[config.mk]
export PLATFORM = sky130hd
export DESIGN_NAME = rom_bus_arbiter_flat
export DESIGN_NICKNAME = d
export VERILOG_FILES = /design/src/rtl/rom_bus_arbiter_if.sv /design/src/rtl/rom_bus_arbiter.sv /design/src/flat_wrapper.sv
export SDC_FILE = /design/constraint.sdc
export NUM_CORES = 1
export LEC_CHECK = 0
export BUFFER_PORTS_ARGS = -buffer_cell sky130_fd_sc_hd__buf_4
export CAP_MARGIN = 0
export CELL_PAD_IN_SITES_DETAIL_PLACEMENT = 1
export CELL_PAD_IN_SITES_GLOBAL_PLACEMENT = 2
export CORE_UTILIZATION = 30
export CTS_CLUSTER_SIZE = 30
export DETAILED_ROUTE_END_ITERATION = 10
export PLACE_DENSITY = 0.92
export SKIP_CTS_REPAIR_TIMING = 1
export SYNTH_ARGS = -nofsm -noshare
export SYNTH_HDL_FRONTEND = slang
export SYNTH_SLANG_ARGS = --single-unit
[constraint.sdc]
create_clock -name clk_in -period 3.15 [get_ports clk_in]
set_input_delay 0.4725 -clock clk_in [delete_from_list [all_inputs] [get_ports clk_in]]
set_output_delay 0.4725 -clock clk_in [all_outputs]
set_load 0.02 [all_outputs]
[src/rtl/rom_bus_arbiter_if.sv]
`default_nettype none
//------------------------------------------------------------------------------
// Module      : rom_bus_arbiter_if
// Description : Bundles the requester handshake and the multiplexed cartridge
//               ROM bus used by rom_bus_arbiter.
//                 req_in        [1:0]  read request per requester
//                 req0_addr_in  [15:0] requester 0 byte address
//                 req1_addr_in  [15:0] requester 1 byte address
//                 ack_out       [1:0]  request accepted (1-cycle pulse)
//                 rvalid_out    [1:0]  read data valid (1-cycle pulse)
//                 rdata_out     [7:0]  read data
//                 busy_out             arbiter not idle
//                 rom_addr_out  [7:0]  multiplexed ROM address byte
//                 rom_latch_out        ROM low-byte address latch strobe
//                 rom_data_in   [7:0]  ROM data bus
//               slave  : the arbiter side.
//               master : the requesters plus the ROM device.
// Revision    : 1.0 - initial release
//------------------------------------------------------------------------------
interface rom_bus_arbiter_if;
  logic [1:0]  req_in;
  logic [15:0] req0_addr_in;
  logic [15:0] req1_addr_in;
  logic [1:0]  ack_out;
  logic [1:0]  rvalid_out;
  logic [7:0]  rdata_out;
  logic        busy_out;
  logic [7:0]  rom_addr_out;
  logic        rom_latch_out;
  logic [7:0]  rom_data_in;

  modport slave (
    input  req_in, req0_addr_in, req1_addr_in, rom_data_in,
    output ack_out, rvalid_out, rdata_out, busy_out, rom_addr_out, rom_latch_out
  );

  modport master (
    output req_in, req0_addr_in, req1_addr_in, rom_data_in,
    input  ack_out, rvalid_out, rdata_out, busy_out, rom_addr_out, rom_latch_out
  );
endinterface
`default_nettype wire

[src/rtl/rom_bus_arbiter.sv]
`default_nettype none
//------------------------------------------------------------------------------
// Module      : rom_bus_arbiter
// Description : Shares the cartridge ROM's multiplexed 8-bit address/data bus
//               between two requesters (0 = boot copier, 1 = CPU fetch).
//               Each 16-bit read drives the low address byte, pulses the ROM
//               latch, drives the high byte, then samples the ROM data.
//               Round-robin arbitration, one read in flight at a time.
// Ports       : clk_in  - system clock
//               rst_in  - synchronous reset, active-high
//               bus     - rom_bus_arbiter_if.slave (requesters + ROM bus)
// Revision    : 1.0 - initial release
//------------------------------------------------------------------------------
module rom_bus_arbiter #(
  parameter int PERIOD_NS = 10,
  parameter int SETUP_NS  = 50,
  parameter int HOLD_NS   = 5,
  parameter int DATA_NS   = 250
) (
  input  logic              clk_in,
  input  logic              rst_in,
  rom_bus_arbiter_if.slave  bus
);

  // Phase lengths in clock cycles, rounded up, at least one cycle each.
  localparam int C_S_RAW = (SETUP_NS + PERIOD_NS - 1) / PERIOD_NS;
  localparam int C_H_RAW = (HOLD_NS  + PERIOD_NS - 1) / PERIOD_NS;
  localparam int C_D_RAW = (DATA_NS  + PERIOD_NS - 1) / PERIOD_NS;
  localparam int C_S     = (C_S_RAW < 1) ? 1 : C_S_RAW;
  localparam int C_H     = (C_H_RAW < 1) ? 1 : C_H_RAW;
  localparam int C_D     = (C_D_RAW < 1) ? 1 : C_D_RAW;
  localparam int C_SH    = (C_S > C_H) ? C_S : C_H;
  localparam int C_MAX   = (C_SH > C_D) ? C_SH : C_D;
  localparam int C_CW    = $clog2(C_MAX + 1);

  // SETUP is entered in the ack cycle, so it lasts the ack cycle plus S
  // further cycles of stable low byte before the latch rises.
  localparam logic [C_CW-1:0] C_S_END = C_CW'(C_S);
  localparam logic [C_CW-1:0] C_H_END = C_CW'(C_H - 1);
  localparam logic [C_CW-1:0] C_D_END = C_CW'(C_D - 1);

  typedef enum logic [1:0] {
    ST_IDLE  = 2'd0,
    ST_SETUP = 2'd1,
    ST_LATCH = 2'd2,
    ST_WAIT  = 2'd3
  } state_t;

  state_t          r_state;
  logic [C_CW-1:0] r_cnt;
  logic [7:0]      r_addr_hi;
  logic            r_gsel;
  logic            r_rr;
  logic [1:0]      r_ack;
  logic [1:0]      r_rvalid;
  logic [7:0]      r_rdata;
  logic            r_busy;
  logic [7:0]      r_rom_addr;
  logic            r_latch;

  state_t          w_state;
  logic [C_CW-1:0] w_cnt;
  logic [7:0]      w_addr_hi;
  logic            w_gsel;
  logic            w_rr;
  logic [1:0]      w_ack;
  logic [1:0]      w_rvalid;
  logic [7:0]      w_rdata;
  logic            w_busy;
  logic [7:0]      w_rom_addr;
  logic            w_latch;

  logic            w_gnt;
  logic            w_rr_upd;
  logic [15:0]     w_gnt_addr;
  logic            w_start;

  // Arbitration: a lone requester wins outright; on contention the pointer
  // picks the winner and then flips to favour the other side.
  always_comb begin
    w_gnt    = 1'b0;
    w_rr_upd = r_rr;
    if (bus.req_in == 2'b11) begin
      w_gnt    = r_rr;
      w_rr_upd = ~r_rr;
    end else if (bus.req_in[1]) begin
      w_gnt    = 1'b1;
    end
    w_gnt_addr = w_gnt ? bus.req1_addr_in : bus.req0_addr_in;
  end

  // Next-state and next-output logic.
  always_comb begin
    w_state    = r_state;
    w_cnt      = (r_state == ST_IDLE) ? r_cnt : (r_cnt + C_CW'(1));
    w_addr_hi  = r_addr_hi;
    w_gsel     = r_gsel;
    w_rr       = r_rr;
    w_ack      = 2'b00;
    w_rvalid   = 2'b00;
    w_rdata    = r_rdata;
    w_rom_addr = r_rom_addr;
    w_latch    = r_latch;
    w_start    = 1'b0;

    case (r_state)
      ST_IDLE: begin
        w_start = |bus.req_in;
      end
      ST_SETUP: begin
        if (r_cnt == C_S_END) begin
          w_state = ST_LATCH;
          w_latch = 1'b1;
        end
      end
      ST_LATCH: begin
        if (r_cnt == C_H_END) begin
          // Latch falls on the same edge the high byte appears, so the
          // latch never sees the high byte.
          w_state    = ST_WAIT;
          w_latch    = 1'b0;
          w_rom_addr = r_addr_hi;
        end
      end
      ST_WAIT: begin
        if (r_cnt == C_D_END) begin
          w_rdata          = bus.rom_data_in;
          w_rvalid[r_gsel] = 1'b1;
          w_state          = ST_IDLE;
          // The cycle carrying rvalid is an idle cycle that may already
          // hold the next grant.
          w_start          = |bus.req_in;
        end
      end
      default: begin
        w_state = ST_IDLE;
      end
    endcase

    if (w_start) begin
      w_ack[w_gnt] = 1'b1;
      w_addr_hi    = w_gnt_addr[15:8];
      w_gsel       = w_gnt;
      w_rr         = w_rr_upd;
      w_rom_addr   = w_gnt_addr[7:0];
      w_state      = ST_SETUP;
    end

    if (w_state != r_state) begin
      w_cnt = '0;
    end

    w_busy = (w_state != ST_IDLE);
  end

  always_ff @(posedge clk_in) begin
    if (rst_in) begin
      r_state    <= ST_IDLE;
      r_cnt      <= '0;
      r_addr_hi  <= 8'h00;
      r_gsel     <= 1'b0;
      r_rr       <= 1'b0;
      r_ack      <= 2'b00;
      r_rvalid   <= 2'b00;
      r_rdata    <= 8'h00;
      r_busy     <= 1'b0;
      r_rom_addr <= 8'h00;
      r_latch    <= 1'b0;
    end else begin
      r_state    <= w_state;
      r_cnt      <= w_cnt;
      r_addr_hi  <= w_addr_hi;
      r_gsel     <= w_gsel;
      r_rr       <= w_rr;
      r_ack      <= w_ack;
      r_rvalid   <= w_rvalid;
      r_rdata    <= w_rdata;
      r_busy     <= w_busy;
      r_rom_addr <= w_rom_addr;
      r_latch    <= w_latch;
    end
  end

  assign bus.ack_out       = r_ack;
  assign bus.rvalid_out    = r_rvalid;
  assign bus.rdata_out     = r_rdata;
  assign bus.busy_out      = r_busy;
  assign bus.rom_addr_out  = r_rom_addr;
  assign bus.rom_latch_out = r_latch;

endmodule
`default_nettype wire
[src/flat_wrapper.sv]
// flat-port wrapper written by rule: the top's interface ports become plain ports
module rom_bus_arbiter_flat 
#(
  parameter int PERIOD_NS = 10,
  parameter int SETUP_NS  = 50,
  parameter int HOLD_NS   = 5,
  parameter int DATA_NS   = 250
)
  (clk_in, rst_in, bus_req_in, bus_req0_addr_in, bus_req1_addr_in, bus_rom_data_in, bus_ack_out, bus_rvalid_out, bus_rdata_out, bus_busy_out, bus_rom_addr_out, bus_rom_latch_out);
  rom_bus_arbiter_if bus_i ();
  input  logic clk_in;
  input  logic rst_in;
  input wire logic [$bits(bus_i.req_in)-1:0] bus_req_in;
  input wire logic [$bits(bus_i.req0_addr_in)-1:0] bus_req0_addr_in;
  input wire logic [$bits(bus_i.req1_addr_in)-1:0] bus_req1_addr_in;
  input wire logic [$bits(bus_i.rom_data_in)-1:0] bus_rom_data_in;
  output wire logic [$bits(bus_i.ack_out)-1:0] bus_ack_out;
  output wire logic [$bits(bus_i.rvalid_out)-1:0] bus_rvalid_out;
  output wire logic [$bits(bus_i.rdata_out)-1:0] bus_rdata_out;
  output wire logic [$bits(bus_i.busy_out)-1:0] bus_busy_out;
  output wire logic [$bits(bus_i.rom_addr_out)-1:0] bus_rom_addr_out;
  output wire logic [$bits(bus_i.rom_latch_out)-1:0] bus_rom_latch_out;
  assign bus_i.req_in = bus_req_in;
  assign bus_i.req0_addr_in = bus_req0_addr_in;
  assign bus_i.req1_addr_in = bus_req1_addr_in;
  assign bus_i.rom_data_in = bus_rom_data_in;
  assign bus_ack_out = bus_i.ack_out;
  assign bus_rvalid_out = bus_i.rvalid_out;
  assign bus_rdata_out = bus_i.rdata_out;
  assign bus_busy_out = bus_i.busy_out;
  assign bus_rom_addr_out = bus_i.rom_addr_out;
  assign bus_rom_latch_out = bus_i.rom_latch_out;
  rom_bus_arbiter #(.PERIOD_NS(PERIOD_NS), .SETUP_NS(SETUP_NS), .HOLD_NS(HOLD_NS), .DATA_NS(DATA_NS)) u_core (.clk_in(clk_in), .rst_in(rst_in), .bus(bus_i));
endmodule
==> metrics <==
status=finished, final reports clean; final hold viol count=0; EDFF count, synth=0; antenna violations before repair=0; RSZ-0062 raised after global routing=no; 1st-pass router iterations=5; CTS tree=built; Core Util, Final=41.8%; Main synth FF type=dfxtp_1; largest net degree at the start of global routing=36; Net count, final=336; post-synth top area share=40.5%; Die Wd=82.1 um; total grt overflow=0; cells taking the most area after synthesis=dfxtp_1 41%, a311oi_1 7.3%, nand3_1 7.0%; most frequent cells in the layout=67 x buf_4, 39 x dfxtp_1, 30 x nand2_1, 27 x nand3_1; Synth Register Bits=39; synthesized cell area=1930 sq um; first-pass GRT wire length=8660 um; vias in the first global route=1,860; Die Y-Extent=82.1 um; gr usage total=16.8%; clk_lat worst skew=0.29 ns; synth warn=0; max cap viols=0; Routed Antenna Nets=0; setup TNS=0 ns; fin. max-slew vios=0; hold crit path type=in -> reg; final worst path period share=75.3%; final WL=5350 um; routed vias/inst=5.27; CP endpoint kind=flop; Final Instance Area=2530 sq um; Post-synth ARST share=0%; # diodes=0; CTS Sinks=39; pre-CTS WS=0.804 ns; die area=6750 sq um; Fmax=0.421 GHz; Max IR drop VDD=0.000218 V; final critical-path required period=2.37 ns; placement row count=28; DRC violations left=0; drt wl/cell=14.9 um; P_leak=1.06 nW; pwr/cell area=574 nW/um^2; worst clock skew=0.00211 ns; H-tree Lvls=2; CP arrival=2.57 ns; Rel. slew slack=56.1%; syn_area_per_cell=8.45 sq um; syn nets=280; Initial DRC Count=90; CTS Buf Count=5; Worst Max-Slew Pin Slew=0.658 ns; max layer used=met4; Crit Path Class=reg -> reg; proportion of layout cells with a drive suffix above 1=27.8%; met2 routed WL=2500 um; PnR worst setup slack=0.777 ns; Worst EP required=3.34 ns; area delta synth->final=31.4%; CTS Root Cell=clkbuf_8; Reg clk slew, reported paths=0.07 ns; I/O pin count=66; Post-DP HPWL=3770 um; cell count after synthesis=228; area leader, netlist=dfxtp_1; Startpoint Class=flop; DR vias=1,891; met1 WL=2550 um; IO Port Bufs=65; Netlist cell types=42; CTS Buffer Depth=2; initial core utilization=31.8%; Final Setup Violations=0; area of the core=6060 sq um; commonest non-fill, non-tap cell in the layout=buf_4; GPL Wtd Cong=0.752; DP Area=2440 sq um; Crit Path Max Fanout=35; Seq/Total Area, Yosys=40.5%; FILL cells=733; met3 WL=275 um
-- cells in the mapped netlist (2+ instances only) --
cell type,n
buf_2,7
nor2b_1,2
clkbuf_1,9
nand3_1,27
nor3_1,4
a311oi_1,16
ha_1,8
inv_1,5
and3_1,10
nand4b_1,2
xor2_1,3
nand2b_1,3
nand2_1,30
nor4_1,5
o21ai_0,3
a211oi_1,8
nor2_1,8
dfxtp_1,39
a21oi_1,16
-- power by group --
group / switching, mW / internal [mW] / total (mW)
Combinational: 0.277 / 0.211 / 0.488
Sequential: 0.0509 / 0.572 / 0.623
Clock: 0.170 / 0.172 / 0.342
-- routing by layer --
metal | global-route usage [%] | vias to the layer above
met4 | 3.68 | 0
met2 | 28.5 | 57
met1 | 21.7 | 880
met3 | 3.63 | 6
met5 | 0 | -
li1 | - | 948
-- registers in the layout (all words and copies together) (netlist names) --
| signal | cells |
|---|---|
| u_core.r_addr_hi | 8 |
| u_core.bus.rom_latch_out | 1 |
| u_core.r_state | 2 |
| u_core.bus.busy_out | 1 |
| u_core.r_gsel | 1 |
| u_core.bus.ack_out | 2 |
| u_core.r_cnt | 5 |
| u_core.bus.rom_addr_out | 8 |
| u_core.r_rr | 1 |
| u_core.bus.rdata_out | 8 |
| u_core.bus.rvalid_out | 2 |
-- area by class of cell --
cell class	instances	area [sq um]	share of cell area, %
inverter	5	18.8	0.741
multi-input combinational	166	1050	41.4
sequential	39	781	30.8
clock buffer	6	82.6	3.26
timing repair buffer	67	503	19.9
tap	75	93.8	3.71
clock inverter	1	5.00	0.198
-- kinds of logic (layout without fill, tap and decap cells) --
group / after synthesis / after routing / synth area share [%]
AO/OA/AOI/OAI: 54 / 54 / 20.5
adder cells (fa/ha/maj): 8 / 8 / 5.20
AND/OR/NAND/NOR: 99 / 99 / 26.3
flip-flops: 39 / 39 / 40.5
XOR/XNOR: 4 / 4 / 1.82
buffers and inverters: 23 / 79 / 5.13
multiplexers: 1 / 1 / 0.520
-- worst paths after layout --
kind / start / end / slack [ns] / cells after the start
hold / removal: bus_rom_data_in[1] / u_core.bus.rdata_out[1] / 0.44 / 3
hold reg to reg: u_core.r_gsel / u_core.bus.rvalid_out[0] / 0.45 / 1
setup / recovery: u_core.r_cnt[1] / u_core.bus.rom_addr_out[0] / 0.78 / 6
setup reg to reg: u_core.r_cnt[1] / u_core.bus.rom_addr_out[0] / 0.78 / 6
-- metrics by stage --
step	instances	hold WS (ns)	total power, mW
finish	359	0.441	1.45
CTS	359	0.437	1.47
global placement	352	0.436	1.11
global route	359	0.439	1.54
floorplan	228	0.416	0.951
detailed placement	352	0.438	1.12
-- critical path: stages (launching register included) --
cell and delay (ns):
dfxtp_1 0.35, inv_1 0.09, ha_1 0.20, and4b_1 0.51, o221a_2 0.73, a211oi_1 0.11, a311oi_1 0.28
Note: power is estimated with default switching activity, not from simulation.
